==> src/rtl/mem_pipe_stage.sv <==
// EX->MEM pipeline stage: main register plus one-entry skid buffer, with load/store
// address-exception classification. Optional MEM_STAGE_BADVADDR_EN adds badvaddr_m capture.
module mem_pipe_stage #(
  parameter int unsigned DATA_W      = 32,
  parameter logic [31:0] RAM_TOP     = 32'h0000_2fff,
  parameter logic [31:0] DEV0_BASE   = 32'h0000_7f00,
  parameter logic [31:0] DEV1_BASE   = 32'h0000_7f10,
  parameter int unsigned DEV_RD_SPAN = 12,
  parameter int unsigned DEV_WR_SPAN = 8
) (
  input  logic              clk,
  input  logic              reset,
  input  logic              flush,
  input  logic              in_valid,
  output logic              in_ready,
  input  logic [31:0]       ir_e,
  input  logic [31:0]       pc_e,
  input  logic [DATA_W-1:0] alu_e,
  input  logic [DATA_W-1:0] md_e,
  input  logic [DATA_W-1:0] rt_e,
  input  logic              bd_e,
  output logic              out_valid,
  input  logic              out_ready,
  output logic [31:0]       ir_m,
  output logic [31:0]       pc_m,
  output logic [DATA_W-1:0] ao_m,
  output logic [DATA_W-1:0] mdo_m,
  output logic [DATA_W-1:0] rt_m,
  output logic              bd_m,
  output logic [4:0]        excode_m
`ifdef MEM_STAGE_BADVADDR_EN
  ,
  output logic [31:0]       badvaddr_m
`endif
);

  typedef struct packed {
    logic [31:0]       ir;
    logic [31:0]       pc;
    logic [DATA_W-1:0] alu;
    logic [DATA_W-1:0] md;
    logic [DATA_W-1:0] rt;
    logic              bd;
  } bundle_t;

  localparam logic [5:0] OP_LB = 6'h20, OP_LH = 6'h21, OP_LW = 6'h23, OP_LBU = 6'h24,
                         OP_LHU = 6'h25, OP_SB = 6'h28, OP_SH = 6'h29, OP_SW = 6'h2b;

  localparam logic [31:0] DEV0_RD_LAST = DEV0_BASE + 32'(DEV_RD_SPAN) - 32'd1;
  localparam logic [31:0] DEV1_RD_LAST = DEV1_BASE + 32'(DEV_RD_SPAN) - 32'd1;
  localparam logic [31:0] DEV0_WR_LAST = DEV0_BASE + 32'(DEV_WR_SPAN) - 32'd1;
  localparam logic [31:0] DEV1_WR_LAST = DEV1_BASE + 32'(DEV_WR_SPAN) - 32'd1;

  bundle_t r_m, r_s;
  logic    r_m_valid, r_s_valid;
  bundle_t w_in;
  logic    w_in_fire, w_out_fire;

  assign w_in       = '{ir: ir_e, pc: pc_e, alu: alu_e, md: md_e, rt: rt_e, bd: bd_e};
  assign w_in_fire  = in_valid && !r_s_valid;
  assign w_out_fire = r_m_valid && out_ready;

  // in_ready is just the registered complement of the skid valid bit, so no out_ready path.
  always_ff @(posedge clk) begin
    if (!reset) begin
      r_m_valid <= 1'b0;
      r_s_valid <= 1'b0;
      r_m       <= '0;
      r_s       <= '0;
    end else if (flush) begin
      r_m_valid <= 1'b0;
      r_s_valid <= 1'b0;
    end else if (!r_m_valid || w_out_fire) begin
      if (r_s_valid) begin
        r_m       <= r_s;
        r_m_valid <= 1'b1;
        r_s_valid <= w_in_fire;
        if (w_in_fire) r_s <= w_in;
      end else begin
        r_m_valid <= w_in_fire;
        if (w_in_fire) r_m <= w_in;
        r_s_valid <= 1'b0;
      end
    end else if (w_in_fire) begin
      r_s       <= w_in;
      r_s_valid <= 1'b1;
    end
  end

  assign in_ready  = !r_s_valid;
  assign out_valid = r_m_valid;
  assign ir_m      = r_m.ir;
  assign pc_m      = r_m.pc;
  assign ao_m      = r_m.alu;
  assign mdo_m     = r_m.md;
  assign rt_m      = r_m.rt;
  assign bd_m      = r_m.bd;

  // Address decode assumes DATA_W >= 32; the low 32 bits form the byte address.
  logic [31:0] w_addr;
  logic [5:0]  w_op;
  logic        w_is_load, w_is_store, w_word, w_half, w_sub_word;
  logic        w_in_ram, w_in_dev_rd, w_in_dev_wr, w_misalign;

  assign w_addr      = r_m.alu[31:0];
  assign w_op        = r_m.ir[31:26];
  assign w_is_load   = (w_op == OP_LW) || (w_op == OP_LB) || (w_op == OP_LBU) ||
                       (w_op == OP_LH) || (w_op == OP_LHU);
  assign w_is_store  = (w_op == OP_SW) || (w_op == OP_SB) || (w_op == OP_SH);
  assign w_word      = (w_op == OP_LW) || (w_op == OP_SW);
  assign w_half      = (w_op == OP_LH) || (w_op == OP_LHU) || (w_op == OP_SH);
  assign w_sub_word  = !w_word;
  assign w_in_ram    = (w_addr <= RAM_TOP);
  assign w_in_dev_rd = ((w_addr >= DEV0_BASE) && (w_addr <= DEV0_RD_LAST)) ||
                       ((w_addr >= DEV1_BASE) && (w_addr <= DEV1_RD_LAST));
  assign w_in_dev_wr = ((w_addr >= DEV0_BASE) && (w_addr <= DEV0_WR_LAST)) ||
                       ((w_addr >= DEV1_BASE) && (w_addr <= DEV1_WR_LAST));
  assign w_misalign  = (w_word && (w_addr[1:0] != 2'b00)) || (w_half && w_addr[0]);

  always_comb begin
    excode_m = '0;
    if (r_m_valid) begin
      if (w_is_load &&
          (w_misalign || !(w_in_ram || w_in_dev_rd) || (w_sub_word && w_in_dev_rd)))
        excode_m = 5'd4;
      else if (w_is_store &&
               (w_misalign || !(w_in_ram || w_in_dev_wr) || (w_sub_word && w_in_dev_wr)))
        excode_m = 5'd5;
    end
  end

`ifdef MEM_STAGE_BADVADDR_EN
  logic r_badv_set;

  always_ff @(posedge clk) begin
    if (!reset || flush) begin
      badvaddr_m <= '0;
      r_badv_set <= 1'b0;
    end else if ((excode_m != 5'd0) && !r_badv_set) begin
      badvaddr_m <= w_addr;
      r_badv_set <= 1'b1;
    end
  end
`endif

endmodule
==> config.mk <==
export PLATFORM = sky130hd
export DESIGN_NAME = mem_pipe_stage
export DESIGN_NICKNAME = d
export VERILOG_FILES = /design/src/rtl/mem_pipe_stage.sv
export SDC_FILE = /design/constraint.sdc
export NUM_CORES = 1
export LEC_CHECK = 0
export CORE_UTILIZATION = 30
export CTS_BUF_LIST = sky130_fd_sc_hd__clkbuf_16
export CTS_CLUSTER_DIAMETER = 40
export DETAILED_ROUTE_END_ITERATION = 6
export DONT_BUFFER_PORTS = 1
export PLACE_DENSITY = 0.46
export SETUP_SLACK_MARGIN = 0.15
export SYNTH_ARGS = -nofsm -noshare
export SYNTH_HDL_FRONTEND = slang
export SYNTH_SLANG_ARGS = --single-unit
==> constraint.sdc <==
create_clock -name clk -period 4.5 [get_ports clk]
set_clock_uncertainty 0.05 [all_clocks]
set_input_delay 0.9 -clock clk [delete_from_list [all_inputs] [get_ports clk]]
set_output_delay 0.9 -clock clk [all_outputs]
set_load 0.005 [all_outputs]
======== Word level (Yosys, flattened, before mapping) ========
Index checks and enable logic that the tools add are counted.
operators by class
  order comparisons ....................... 7
  reduce and logical (&&, ||, !) cells .... 42
  multiplexer cells ....................... 12
  equality and inequality tests ........... 9
  bitwise logic cells ..................... 2
operators with widths
  operator                                                                 count
  161-bit two-way mux                                                      5
  32-bit by 15-bit <= comparator with 1-bit output, second input constant  4
  32-bit by 15-bit >= comparator with 1-bit output, second input constant  2
  6-bit == test, second input constant                                     8
  32-bit by 14-bit <= comparator with 1-bit output, second input constant  1
  1-bit logical OR                                                         19
  1-bit logical AND                                                        12
  3-bit two-way mux                                                        3
  2-bit nonzero test                                                       3
  1-bit zero test                                                          5
  1-bit two-way mux                                                        4
  3-bit AND reduction                                                      1
  2-bit != test, second input constant                                     1
  1-bit inverter                                                           2
  2-bit AND reduction                                                      1
  2-bit OR reduction                                                       1
storage, ports and cells
  output and inout bits ................... 168
  logic and storage cells ................. 86
  register bits ........................... 324

======== Logic depth before layout (Yosys ltp) ========
  word-level depth ........................ 11
  gate-level depth with buffers ........... 7
  depth with buffers taken out ............ 4

======== Worst setup path before layout ========
OpenSTA, ideal clock, no wires.
  kind .................................... register to output
  start point ............................. register r_m (netlist bit ao_m[15])
  end point ............................... output excode_m[2]
  buffers on the path ..................... 0
  required time ........................... 3.550 ns
  arrival ................................. 1.451 ns
  path slack .............................. 2.099 ns
  cell stages (with the launch flop) ...... 5
  path through ............................ dfxtp_1 -> nand4b_1 -> or4b_1 -> o311ai_1 -> nand4_1
between the ends
  cells in the longest elaborated chain, start to end .. 11
ends and longest elaborated chain
  what                                                                      RTL line  RTL
  start: declaration                                                        54        bundle_t r_m, r_s;
  start signal: assignment                                                  75        r_m <= r_s;
  start signal: assignment                                                  81        if (w_in_fire) r_m <= w_in;
  32-bit by 15-bit >= comparator with 1-bit output (tied with other cells)  114, 116
  1-bit logical AND (on tied branches)                                      116, 117
  1-bit logical OR                                                          116       assign w_in_dev_wr = ((w_addr >= DEV0_BASE) && (w_addr <= DEV0_WR_LAST)) ||
  1-bit logical OR                                                          127       (w_misalign || !(w_in_ram || w_in_dev_wr) || (w_sub_word && w_in_dev_wr)))
  1-bit zero test                                                           127
  1-bit logical OR (2 in series)                                            127
  1-bit logical AND                                                         126       else if (w_is_store &&
  3-bit two-way mux                                                         126
  3-bit two-way mux *                                                       123       if (w_is_load &&
  3-bit two-way mux *                                                       122       if (r_m_valid) begin
  end: declaration                                                          30        output logic [4:0] excode_m
Mark *: on every way between the ends. The rest lies on a longest branch, timed or not.

======== Worst setup path after layout ========
  start point ............................. register r_m (netlist bit ir_m[26])
  end point ............................... output excode_m[2]
between the ends
  cells in the longest elaborated chain, start to end .. 11
ends and longest elaborated chain
  what                            RTL line  RTL
  6-bit == test                   108, 111
  1-bit logical OR (2 in series)  111       assign w_half = (w_op == OP_LH) || (w_op == OP_LHU) || (w_op == OP_SH);
  1-bit logical AND               118       assign w_misalign = (w_word && (w_addr[1:0] != 2'b00)) || (w_half && w_addr[0]);
  1-bit logical OR                118
  1-bit logical OR (2 in series)  127
  1-bit logical AND               126
  3-bit two-way mux               126
  3-bit two-way mux *             123
  3-bit two-way mux *             122
Marked as above.

==> results.json <==
{
  "dp_hpwl_mm": 22.5,
  "status": "completed",
  "cp_max_fo": 6,
  "synth.area.top_cells": "dfxtp_1 (48%), nand2_1 (14%), mux2i_1 (12%)",
  "gp_congestion": 0.724,
  "yosys_warnings": 0,
  "post_drt_via_cell_ratio": 4.92,
  "postCtsHoldBufs": 0,
  "overflow": 0,
  "switching_share_pct": 23.0,
  "hold_path_class": "register to register",
  "multi_input_area_um2": 6530,
  "fin_area_um2": 15700,
  "cts_made_buffers": 54,
  "avgSynthCellArea_um2": 9.30,
  "maxCapViolCount": 0,
  "critPathCaptureType": "primary output",
  "synthXorXnorAreaFrac_pct": 0,
  "fin_crit_ps": 3610,
  "max_slew_margin_pct": 27.0,
  "cts_tree": "done",
  "dr.pass1.iters": 4,
  "die_w_um": 215,
  "synth_most_common_cell": "nand2_1",
  "grt_pass1_vias": 9433,
  "yosys.area.top_type": "dfxtp_1",
  "cp-start-kind": "register",
  "start_util_pct": 30.6,
  "synth_seq_cells": 324,
  "synth_top_family_by_area": "compound AO/OA/AOI/OAI gates",
  "synth_commonest_cells": "nand2_1 (489), dfxtp_1 (324), a21boi_0 (161), mux2i_1 (161), o211a_1 (161)",
  "clockRootBuffer": "clkbuf_16",
  "synth-compound-area-share_pct": 21.2,
  "synth_edf_count": 0,
  "rows": 77,
  "maxSlewViolCount": 0,
  "htree_levels": 2,
  "nets": 1565,
  "dp_cells": 1935,
  "muxShareOfSynthArea_pct": 11.9,
  "share_seq_of_total_power_pct": 41.4,
  "grt_pass1_wl_mm": 58.0,
  "seqCellArea_um2": 6490,
  "ys_types": 30,
  "io_buffer_count": 0,
  "rsz0062_at_grt": "no",
  "setup_violations": 0,
  "ir_drop_mv": 0.228,
  "path_class": "register to primary output",
  "fillers": 4514,
  "crit_required_ps": 3550,
  "synth_fa_ha_area_share_pct": 0,
  "fin_cells": 2036,
  "num_vias": 10017,
  "final.period_utilization_pct": 80.3,
  "fmax_ghz": 0.277,
  "cts_sinks": 324,
  "p_leak_nw": 6.68,
  "ant_nets": 0,
  "hold_violations": 0,
  "syn_to_final_growth_pct": 15.8,
  "timing.final.ws_setup_ps": 888,
  "arrival_ps": 2660,
  "cts_resized": 0,
  "drc_errors": 0,
  "place_area_um2": 13900,
  "routed_wirelength_mm": 37.6,
  "clk_latency_ps": 570,
  "drive_above_1_share_pct": 6.65,
  "grt.total_usage_pct": 16.0,
  "syn_inst": 1460,
  "power_density_nw_per_um2": 476,
  "synthSimpleGateAreaFrac_pct": 14.8,
  "clkTransAtPathRegs_ps": 50,
  "postSynth.asyncResetShare_pct": 0,
  "dieArea_um2": 46100,
  "io_pins": 334,
  "diodes": 0,
  "finalSetupTns_ps": 0,
  "yosys.area.top_type_share_pct": 47.8,
  "clkPwrFrac_pct": 54.8,
  "ys.flop_type": "dfxtp_1",
  "synth-seq-area-share_pct": 47.8,
  "cts_buffer_depth": 3,
  "core_area_um2": 44400,
  "intPower_mw": 5.76,
  "place_worst_setup_slack_ps": 1450,
  "syn_area_um2": 13600,
  "dr.first_iter.drc_count": 488,
  "p_switching_mw": 1.72,
  "drt-wirelength-per-cell_um": 18.5,
  "grt_max_degree": 324,
  "grt_antenna_before_repair": 0,
  "post_cts_buffers": 0,
  "die_y_um": 215,
  "fin_util_pct": 35.4,
  "worst_slew_pin_slew_ps": 1070,
  "power_frac_comb_pct": 3.7
}
-- stage by stage --
stage,power [mW],hold slack [ps]
4_1_cts,7.63,359
5_1_grt,7.79,365
6_report,7.48,410
3_3_place_gp,3.44,398
2_1_floorplan,3.39,393
3_5_place_dp,3.45,405
-- routing by layer --
metal / wire [um] / GRT usage (%) / up-vias
li1: - / - / 4927
met1: 15700 / 19.1 / 4777
met2: 17300 / 25.4 / 257
met3: 3740 / 7.53 / 56
met4: 777 / 4.86 / 0
met5: 0 / 0 / -
-- placed cells by master, fill, tap and decap left out, types with 2 or more instances in the layout --
cell,n
nand2_1,489
dfxtp_1,323
mux2i_1,161
o211a_1,161
a21boi_0,161
clkbuf_16,55
inv_1,10
clkinv_1,9
inv_6,7
bufinv_16,7
clkinv_2,7
nor4_1,6
buf_12,6
clkinv_4,5
nor2_1,4
nand2b_1,4
conb_1,3
clkinvlp_4,3
nand4_1,2
a21oi_1,2
o31ai_1,2
buf_4,2
-- sequential cells by signal (all words and copies together) (netlist names) --
register / flops
pc_m: 32
mdo_m: 32
out_valid: 1
ir_m: 32
bd_m: 1
r_s_valid: 1
r_s: 161
ao_m: 32
rt_m: 32
-- layout make-up --
class / instances / area share [%]
Multi-Input combinational cell: 1009 / 41.5
Sequential cell: 324 / 41.3
Clock buffer: 55 / 8.76
Tap cell: 592 / 4.71
Clock inverter: 46 / 2.78
Timing Repair Buffer: 8 / 0.860
Inverter: 2 / 0.0478
-- final timing paths --
kind             start           to  slack [ps]  cells after the start
max           ir_m[26]  excode_m[2]         890                      4
min           r_s[157]     r_s[157]         410                      2
max reg2reg  r_s_valid     ao_m[21]        1990                      5
min reg2reg   r_s[157]     r_s[157]         410                      2
-- critical path: stages (launching register included) --
cell	delay (ps)
dfxtp_1	470
nand2b_1	80
a2111oi_0	950
o311ai_0	290
nand4_1	290
-- power groups by stage --
| stage | sequential (mW) | combinational, mW | clock [mW] |
|---|---|---|---|
| after floorplan | 3.11 | 0.277 | 0 |
| after global placement | 3.16 | 0.276 | 0 |
| after detailed placement | 3.16 | 0.282 | 0 |
| after CTS | 3.10 | 0.284 | 4.24 |
| after global routing | 3.11 | 0.313 | 4.37 |
| final | 3.10 | 0.279 | 4.10 |
-- kinds of logic (layout without fill, tap and decap cells) --
logic type / count (synthesis) / after routing
muxes: 161 / 161
DFF: 324 / 324
AOI/OAI and AO/OA: 329 / 329
buffers and inverters: 129 / 111
and+or+nand+nor: 516 / 516
other: 1 / 3
Note: power is estimated with default switching activity, not from simulation.
